$ cat src/rtl/tx_tlp_arbiter_if.sv
// Transmit local-link channel (trn_t* style): data, remainder, framing and the two ready strobes.
// master drives the beat and samples tdst_rdy_n; slave receives the beat and drives tdst_rdy_n.
interface tx_tlp_arbiter_if;
  logic [63:0] td;
  logic [7:0]  trem_n;
  logic        tsof_n;
  logic        teof_n;
  logic        tsrc_rdy_n;
  logic        tdst_rdy_n;

  modport master (
    output td,
    output trem_n,
    output tsof_n,
    output teof_n,
    output tsrc_rdy_n,
    input  tdst_rdy_n
  );

  modport slave (
    input  td,
    input  trem_n,
    input  tsof_n,
    input  teof_n,
    input  tsrc_rdy_n,
    output tdst_rdy_n
  );
endinterface

$ cat src/rtl/tx_tlp_arbiter.sv
// Packet-granular round-robin arbiter sharing the PCIe Tx local-link between two TLP sources.
// Define TX_ARB_STATS_EN to add per-source forwarded-packet counters (s0_pkt_cnt, s1_pkt_cnt).
module tx_tlp_arbiter #(
  parameter int unsigned S0_BUF_BIT = 1,
  parameter int unsigned S1_BUF_BIT = 2,
  parameter int unsigned STAT_W     = 32
) (
  input  logic                  trn_clk,
  input  logic                  trn_reset_n,
  input  logic                  trn_lnk_up_n,
  tx_tlp_arbiter_if.slave       s0,
  tx_tlp_arbiter_if.slave       s1,
  tx_tlp_arbiter_if.master      trn,
`ifdef TX_ARB_STATS_EN
  output logic [STAT_W-1:0]     s0_pkt_cnt,
  output logic [STAT_W-1:0]     s1_pkt_cnt,
`endif
  input  logic [3:0]            trn_tbuf_av
);

  typedef enum logic [1:0] {StIdle, StGnt0, StGnt1} state_e;

  state_e state_q, state_d;
  logic   last_gnt_q, last_gnt_d;
  logic   rst;
  logic   cand0, cand1;
  logic   xfer0, xfer1;
  logic   eof0, eof1;
  logic   unused_tbuf;

  // Link-down behaves exactly like reset.
  assign rst = !trn_reset_n || trn_lnk_up_n;

  assign unused_tbuf = ^trn_tbuf_av;

  // Only a start-of-frame beat with buffer space can win; stray mid-packet beats are ignored.
  assign cand0 = !s0.tsrc_rdy_n && !s0.tsof_n && trn_tbuf_av[S0_BUF_BIT];
  assign cand1 = !s1.tsrc_rdy_n && !s1.tsof_n && trn_tbuf_av[S1_BUF_BIT];

  assign xfer0 = (state_q == StGnt0) && !s0.tsrc_rdy_n && !trn.tdst_rdy_n;
  assign xfer1 = (state_q == StGnt1) && !s1.tsrc_rdy_n && !trn.tdst_rdy_n;
  assign eof0  = xfer0 && !s0.teof_n;
  assign eof1  = xfer1 && !s1.teof_n;

  always_comb begin
    state_d    = state_q;
    last_gnt_d = last_gnt_q;
    unique case (state_q)
      StIdle: begin
        if (cand0 && cand1) begin
          state_d = last_gnt_q ? StGnt0 : StGnt1;
        end else if (cand0) begin
          state_d = StGnt0;
        end else if (cand1) begin
          state_d = StGnt1;
        end
      end
      StGnt0: begin
        if (eof0) begin
          state_d    = StIdle;
          last_gnt_d = 1'b0;
        end
      end
      StGnt1: begin
        if (eof1) begin
          state_d    = StIdle;
          last_gnt_d = 1'b1;
        end
      end
      default: state_d = StIdle;
    endcase
  end

  always_ff @(posedge trn_clk) begin
    if (rst) begin
      state_q    <= StIdle;
      last_gnt_q <= 1'b1;
    end else begin
      state_q    <= state_d;
      last_gnt_q <= last_gnt_d;
    end
  end

  always_comb begin
    trn.td         = '0;
    trn.trem_n     = '0;
    trn.tsof_n     = 1'b1;
    trn.teof_n     = 1'b1;
    trn.tsrc_rdy_n = 1'b1;
    s0.tdst_rdy_n  = 1'b1;
    s1.tdst_rdy_n  = 1'b1;
    unique case (state_q)
      StGnt0: begin
        trn.td         = s0.td;
        trn.trem_n     = s0.trem_n;
        trn.tsof_n     = s0.tsof_n;
        trn.teof_n     = s0.teof_n;
        trn.tsrc_rdy_n = s0.tsrc_rdy_n;
        s0.tdst_rdy_n  = trn.tdst_rdy_n;
      end
      StGnt1: begin
        trn.td         = s1.td;
        trn.trem_n     = s1.trem_n;
        trn.tsof_n     = s1.tsof_n;
        trn.teof_n     = s1.teof_n;
        trn.tsrc_rdy_n = s1.tsrc_rdy_n;
        s1.tdst_rdy_n  = trn.tdst_rdy_n;
      end
      default: ;
    endcase
  end

`ifdef TX_ARB_STATS_EN
  logic [STAT_W-1:0] s0_cnt_q, s0_cnt_d;
  logic [STAT_W-1:0] s1_cnt_q, s1_cnt_d;

  always_comb begin
    s0_cnt_d = eof0 ? s0_cnt_q + 1'b1 : s0_cnt_q;
    s1_cnt_d = eof1 ? s1_cnt_q + 1'b1 : s1_cnt_q;
  end

  always_ff @(posedge trn_clk) begin
    if (rst) begin
      s0_cnt_q <= '0;
      s1_cnt_q <= '0;
    end else begin
      s0_cnt_q <= s0_cnt_d;
      s1_cnt_q <= s1_cnt_d;
    end
  end

  assign s0_pkt_cnt = s0_cnt_q;
  assign s1_pkt_cnt = s1_cnt_q;
`else
  localparam int unsigned unused_stat_w = STAT_W;
`endif

endmodule

$ cat src/flat_wrapper.sv
// flat-port wrapper written by rule: the top's interface ports become plain ports
module tx_tlp_arbiter_flat 
#(
  parameter int unsigned S0_BUF_BIT = 1,
  parameter int unsigned S1_BUF_BIT = 2,
  parameter int unsigned STAT_W     = 32
)
  (trn_clk, trn_reset_n, trn_lnk_up_n, trn_tbuf_av, s0_td, s0_trem_n, s0_tsof_n, s0_teof_n, s0_tsrc_rdy_n, s0_tdst_rdy_n, s1_td, s1_trem_n, s1_tsof_n, s1_teof_n, s1_tsrc_rdy_n, s1_tdst_rdy_n, trn_td, trn_trem_n, trn_tsof_n, trn_teof_n, trn_tsrc_rdy_n, trn_tdst_rdy_n);
  tx_tlp_arbiter_if s0_i ();
  tx_tlp_arbiter_if s1_i ();
  tx_tlp_arbiter_if trn_i ();
  input  logic trn_clk;
  input  logic trn_reset_n;
  input  logic trn_lnk_up_n;
  input  logic [3:0] trn_tbuf_av;
  input wire logic [$bits(s0_i.td)-1:0] s0_td;
  input wire logic [$bits(s0_i.trem_n)-1:0] s0_trem_n;
  input wire logic [$bits(s0_i.tsof_n)-1:0] s0_tsof_n;
  input wire logic [$bits(s0_i.teof_n)-1:0] s0_teof_n;
  input wire logic [$bits(s0_i.tsrc_rdy_n)-1:0] s0_tsrc_rdy_n;
  output wire logic [$bits(s0_i.tdst_rdy_n)-1:0] s0_tdst_rdy_n;
  input wire logic [$bits(s1_i.td)-1:0] s1_td;
  input wire logic [$bits(s1_i.trem_n)-1:0] s1_trem_n;
  input wire logic [$bits(s1_i.tsof_n)-1:0] s1_tsof_n;
  input wire logic [$bits(s1_i.teof_n)-1:0] s1_teof_n;
  input wire logic [$bits(s1_i.tsrc_rdy_n)-1:0] s1_tsrc_rdy_n;
  output wire logic [$bits(s1_i.tdst_rdy_n)-1:0] s1_tdst_rdy_n;
  output wire logic [$bits(trn_i.td)-1:0] trn_td;
  output wire logic [$bits(trn_i.trem_n)-1:0] trn_trem_n;
  output wire logic [$bits(trn_i.tsof_n)-1:0] trn_tsof_n;
  output wire logic [$bits(trn_i.teof_n)-1:0] trn_teof_n;
  output wire logic [$bits(trn_i.tsrc_rdy_n)-1:0] trn_tsrc_rdy_n;
  input wire logic [$bits(trn_i.tdst_rdy_n)-1:0] trn_tdst_rdy_n;
  assign s0_i.td = s0_td;
  assign s0_i.trem_n = s0_trem_n;
  assign s0_i.tsof_n = s0_tsof_n;
  assign s0_i.teof_n = s0_teof_n;
  assign s0_i.tsrc_rdy_n = s0_tsrc_rdy_n;
  assign s0_tdst_rdy_n = s0_i.tdst_rdy_n;
  assign s1_i.td = s1_td;
  assign s1_i.trem_n = s1_trem_n;
  assign s1_i.tsof_n = s1_tsof_n;
  assign s1_i.teof_n = s1_teof_n;
  assign s1_i.tsrc_rdy_n = s1_tsrc_rdy_n;
  assign s1_tdst_rdy_n = s1_i.tdst_rdy_n;
  assign trn_td = trn_i.td;
  assign trn_trem_n = trn_i.trem_n;
  assign trn_tsof_n = trn_i.tsof_n;
  assign trn_teof_n = trn_i.teof_n;
  assign trn_tsrc_rdy_n = trn_i.tsrc_rdy_n;
  assign trn_i.tdst_rdy_n = trn_tdst_rdy_n;
  tx_tlp_arbiter #(.S0_BUF_BIT(S0_BUF_BIT), .S1_BUF_BIT(S1_BUF_BIT), .STAT_W(STAT_W)) u_core (.trn_clk(trn_clk), .trn_reset_n(trn_reset_n), .trn_lnk_up_n(trn_lnk_up_n), .s0(s0_i), .s1(s1_i), .trn(trn_i), .trn_tbuf_av(trn_tbuf_av));
endmodule
$ cat config.mk
export PLATFORM = sky130hd
export DESIGN_NAME = tx_tlp_arbiter_flat
export DESIGN_NICKNAME = d
export VERILOG_FILES = /design/src/rtl/tx_tlp_arbiter_if.sv /design/src/rtl/tx_tlp_arbiter.sv /design/src/flat_wrapper.sv
export SDC_FILE = /design/constraint.sdc
export NUM_CORES = 1
export LEC_CHECK = 0
export CAP_MARGIN = 20
export CORE_AREA = 2 2 92 94
export DETAILED_ROUTE_END_ITERATION = 12
export DIE_AREA = 0 0 94 96
export PLACE_DENSITY = 0.74
export SLEW_MARGIN = 20
export SYNTH_ARGS = -nofsm -noshare
export SYNTH_HDL_FRONTEND = slang
export SYNTH_SLANG_ARGS = --single-unit
$ cat constraint.sdc
create_clock -name trn_clk -period 1.5 [get_ports trn_clk]
set_input_delay 0.15 -clock trn_clk [delete_from_list [all_inputs] [get_ports trn_clk]]
set_output_delay 0.15 -clock trn_clk [all_outputs]
set_load 0.05 [all_outputs]
Word-level counts from Yosys, hierarchy flattened

Index checks and enable logic that the tools add are counted.

Add/subtract/negate cells: 0
Multiply operators: 0
Div/mod/pow operators: 0
$lt $le $gt $ge: 0
Equal/unequal tests: 5
Shift operators: 0
Mux-type cells: 17
Bitwise logic cells: 0
Reductions and logical operators: 24

Operators by type and width:

| cell               | number |
|---|---|
| $pmux 64 s2        | 1 |
| $pmux 8 s2         | 1 |
| $mux 2             | 6 |
| $logic_and 1x1->1  | 11 |
| $logic_not 1->1    | 8 |
| $pmux 1 s2         | 4 |
| $pmux 2 s3         | 1 |
| $reduce_and 3->1   | 2 |
| $mux 1             | 4 |
| $ne 2x1->1 const B | 2 |
| $ne 4x1->1 const B | 1 |
| $eq 2x1->1 const B | 1 |
| $eq 2x2->1 const B | 1 |
| $logic_not 2->1    | 1 |
| $reduce_bool 2->1  | 1 |
| $logic_or 1x1->1   | 1 |

Register bits: 3
Bits in latches: 0
Memory bits (writable): 0
Bits in read-only memories: 0
Input port bits: 158
Output and inout bits: 77
Word-level logic and storage cells: 48
Memories kept: 0

Longest topological paths before layout

Depth in word-level cells: 7
Depth in mapped cells: 7
Depth with buffers taken out: 5

Least setup slack after synthesis

Ideal clock, no wire load.

Path type: register to output
Start: register u_core.state_q[0]
End: output trn_td[58]
Arrival time: 2.002 ns
Required time: 1.350 ns
Slack: -0.652 ns
Stages on the path, launching flop included: 8
Path buffers: 3
Cells stage by stage: dfxtp_1 inv_1 ha_1 clkbuf_1 buf_2 buf_1 a22oi_1 nor2b_1

Cells in the longest elaborated chain, start to end: 2
Elaborated cells between the ends (all ways): 3
Those cells by class: eq/ne: 2; mux: 1

Ends and longest elaborated chain:

| element                                  | RTL line             | RTL |
|---|---|---|
| start: declaration                       | tx_tlp_arbiter.sv:23 | `state_e state_q, state_d;` |
| start signal: assignment                 | tx_tlp_arbiter.sv:76 | `state_q <= StIdle;` |
| start signal: assignment                 | tx_tlp_arbiter.sv:79 | `state_q <= state_d;` |
| $eq 2x2->1 or $eq 2x1->1 (tied branches) | tx_tlp_arbiter.sv:92 | `unique case (state_q)` |
| $pmux 64 s2 (*)                          | tx_tlp_arbiter.sv:92 |  |
| end: declaration                         | flat_wrapper.sv:28   | `output wire logic [$bits(trn_i.td)-1:0] trn_td;` |

Every way passes the cells marked *; elsewhere a longest branch is shown, timed or not.

Worst setup path in the final report

Start: register u_core.state_q[0]
End: output trn_td[38]

Same word-level chain as after synthesis.

==> results.md <==
- Post-Place Cells: 539
- Slowest-stage cell, CP: dfxtp_4
- Reg area: 67.56 µm²
- Clk_lat worst skew: 0.21 ns
- # setup viols final: 79
- Routed length per instance: 19.28 µm
- CTS Buf Count: 3
- Count of cell types in the netlist: 22
- Hold depth: 2
- DP Area: 5341 µm²
- Starting Density: 17.23%
- Clock sink count: 3
- RSZ-0062 raised after global routing: true
- Post-synth EDFFs: 0
- GP Congestion: 0.7714
- Max-slew violations: 0
- Largest family of logic cells by synthesized area: compound AO/OA/AOI/OAI gates
- Total number of vias: 2737
- Synth Area in Compound Gates: 43.28%
- Status: finished, violations left
- Crit path buf inv count: 4
- Crit start category: flip-flop
- Critical path class: reg2out
- Pre-CTS WS: -0.3340 ns
- Area of the multi-input gates: 2138 µm²
- Reg2reg setup slack: -0.14 ns
- Start of the worst register-to-register path: u_core.state_q[0]
- Reg clk slew, reported paths: 0.03 ns
- Seq/Total Area, Yosys: 4.328%
- Fin area: 6052 µm²
- Worst-case vdd ir drop: 0.2929 mV
- Critical path's largest stage delay: 0.37 ns
- Mapped Area: 1388 µm²
- Post-synthesis mux area share: 2.254%
- Synth warn: 0
- Clock buffer depth: 2
- Maxcap violations: 0
- Synth top area cells: a22oi_1 (41%), nor2b_1 (32%), clkbuf_1 (4.9%)
- Die height: 96 µm
- Hold_buf cts: 0
- Overflow after GRT: 0
- CP Max Fanout: 16
- Commonest cells post-synth: a22oi_1 (75), nor2b_1 (72), clkbuf_1 (18)
- Crit path max-delay family: buffers and inverters
- Iter 0 DRT Violations: 51
- DRC: 0
- Tcrit/Tclk final: 116.7%
- HP Start: u_core.last_gnt_q
- Number of port buffers: 232
- Synth Register Bits: 3
- Final #Nets: 618
- Gr usage total: 21.80%
- Critical Path, Cell by Cell: inv_4 > ha_4 > buf_12 > buf_6 > a22oi_2 > nor2b_4 > buf_12
- Die X: 94 µm
- Initial antenna violation count: 0
- Pre-antenna DRT Iters: 4
- Gate Count Post-Synth: 204
- Fill cell count: 540
- Failing checks: negative setup slack
- Mean Syn Cell Area: 6.802 µm²
- Largest net degree at the start of global routing: 22
- Share of the synthesized area in the top cell type: 40.58%
- Synth Area in XOR/XNOR: 0%
- CTS root buf: clkbuf_8
- ANT cells: 0
- Num ports: 235
- Layout cells sized above 1: 60.31%
- Routed WL: 10820 µm
- Max Fclk: 571.2 MHz
- Time the worst path needs with I/O delays and setup: 1.751 ns
- Ys flop type: dfxtp_1
- Fin cells: 561
- Power density cells: 246.0 nW/µm²
- Leakage: 1.824 nW
- Worst setup EP type: primary output
- Vias in the first global route: 2882
- Setup WS post-layout: -0.2508 ns
- Area growth syn-to-layout: 336.2%
- Final hold violations: 0
- Most common cell in the netlist: a22oi_1
- Synth async-reset ratio: 0%
- Worst-Margin Slew: 0.4257 ns
- H-tree depth: 1
- CORE AREA: 8051 µm²
- Cell row count: 33
- Hold endpoint: u_core.last_gnt_q
- Drt via density: 4.879
- Synth area leader: a22oi_1
- Synth Area in Adders: 2.705%
- Synthesized net count: 365
- CP arrival: 1.60 ns
- Final setup skew: 0.0003590 ns
- Cells on worst reg2reg path: 6
- Most used cell, CP: buf_12
- RR Endpoint: u_core.state_q[0]
- Rel. slew slack: 71.22%
- CTS tree: yes
- Hold WC Path Type: reg2reg
- Worst path required time: 1.35 ns
- HPWL after detailed placement: 7284 µm
- Die ar.: 9024 µm²
- First-pass GRT wire length: 15350 µm
- Simple-gate share of the synthesized area: 39.68%
- Final ANT Viol Nets: 0
## sequential cells by signal, summed over array words and instances, names as in the netlist
register	cells
u_core.state_q	2
u_core.last_gnt_q	1
## cell families after synthesis
| family | after synthesis |
|---|---|
| fa+ha+maj | 3 |
| simple gates | 88 |
| mux | 3 |
| flops | 3 |
| compound gates | 79 |
| buf+inv | 28 |
## metal layers
| layer | part of all wire [%] | wire length [µm] | GRT usage, % | vias to the layer above |
|---|---|---|---|---|
| met3 | 8.4 | 904 | 5.168 | 18 |
| met1 | 35 | 3756 | 23.15 | 1299 |
| li1 | - | - | - | 1268 |
| met4 | 1.7 | 189 | 5.435 | 0 |
| met5 | 0 | 0 | 0 | - |
| met2 | 55 | 5966 | 42.98 | 152 |
## per-stage QoR
step | util [%] | hold WS, ns | setup TNS, ns | power (W)
2_1_floorplan | - | 0.4172 | -0.03894 | 0.0004693
3_3_place_gp | 66.34 | 0.5178 | -0.6888 | 0.001020
3_5_place_dp | 66.34 | 0.5108 | -2.030 | 0.001035
4_1_cts | 74.11 | 0.5274 | -14.69 | 0.001469
5_1_grt | 75.17 | 0.6176 | -18.38 | 0.001559
6_report | 75.17 | 0.5318 | -14.31 | 0.001489
## final cells by class
class,instances,area share [%]
Clock buffer,4,0.7443
Inverter,2,0.2067
Multi-Input combinational cell,173,35.33
Sequential cell,3,1.116
Tap cell,105,2.171
Timing Repair Buffer,274,60.43
## where the power goes
group	internal, W	switching (W)
logic	0.000757	0.000413
clock network	0.000181	0.0000532
registers	0.0000809	0.00000367
## layout by cell type, fill, tap and decap left out
master	instances
clkdlybuf4s50_1	155
buf_12	83
nor2b_4	71
a22oi_2	66
buf_4	21
a22oi_1	9
buf_6	7
buf_16	4
nand2_2	3
nor2_1	3
ha_4	3
clkbuf_8	3
inv_4	2
nand2b_1	2
o31a_1	2
mux2i_1	2
clkbuf_16	2
dfxtp_4	2
nor2b_2	1
nand2b_2	1
nor3b_2	1
or2_2	1
or3b_4	1
nor4b_1	1
and3b_1	1
o21ai_0	1
or3b_1	1
a311oi_2	1
nor3b_1	1
mux2_1	1
clkbuf_1	1
bufbuf_16	1
buf_8	1
dfxtp_1	1
## worst min-delay path, cell delays in order (launching register included)
cell,delay (ns)
dfxtp_1,0.31
nor2_1,0.10
mux2i_1,0.07
## what timing repair did
action,in CTS,in global routing
pin swaps,9,8
hold endpoints to repair,0,0
gates cloned,7,3
gates resized for setup,66,15
setup buffers,8,2
setup endpoints to repair,79,79
## how the worst max path moves through the flow
stage | slack (ns) | startpoint | end | cells past startpoint
after detailed placement | -0.33 | s1_tsrc_rdy_n | u_core.state_q[0] | 4
after floorplan | -0.01 | u_core.state_q[0] | u_core.state_q[0] | 6
after global placement | -0.29 | s1_tsrc_rdy_n | u_core.state_q[0] | 4
after global routing | -0.29 | u_core.state_q[0] | trn_td[38] | 7
after CTS | -0.26 | u_core.state_q[0] | trn_td[7] | 6
final | -0.25 | u_core.state_q[0] | trn_td[38] | 7
No activity file was read; power rests on OpenSTA's default activity.
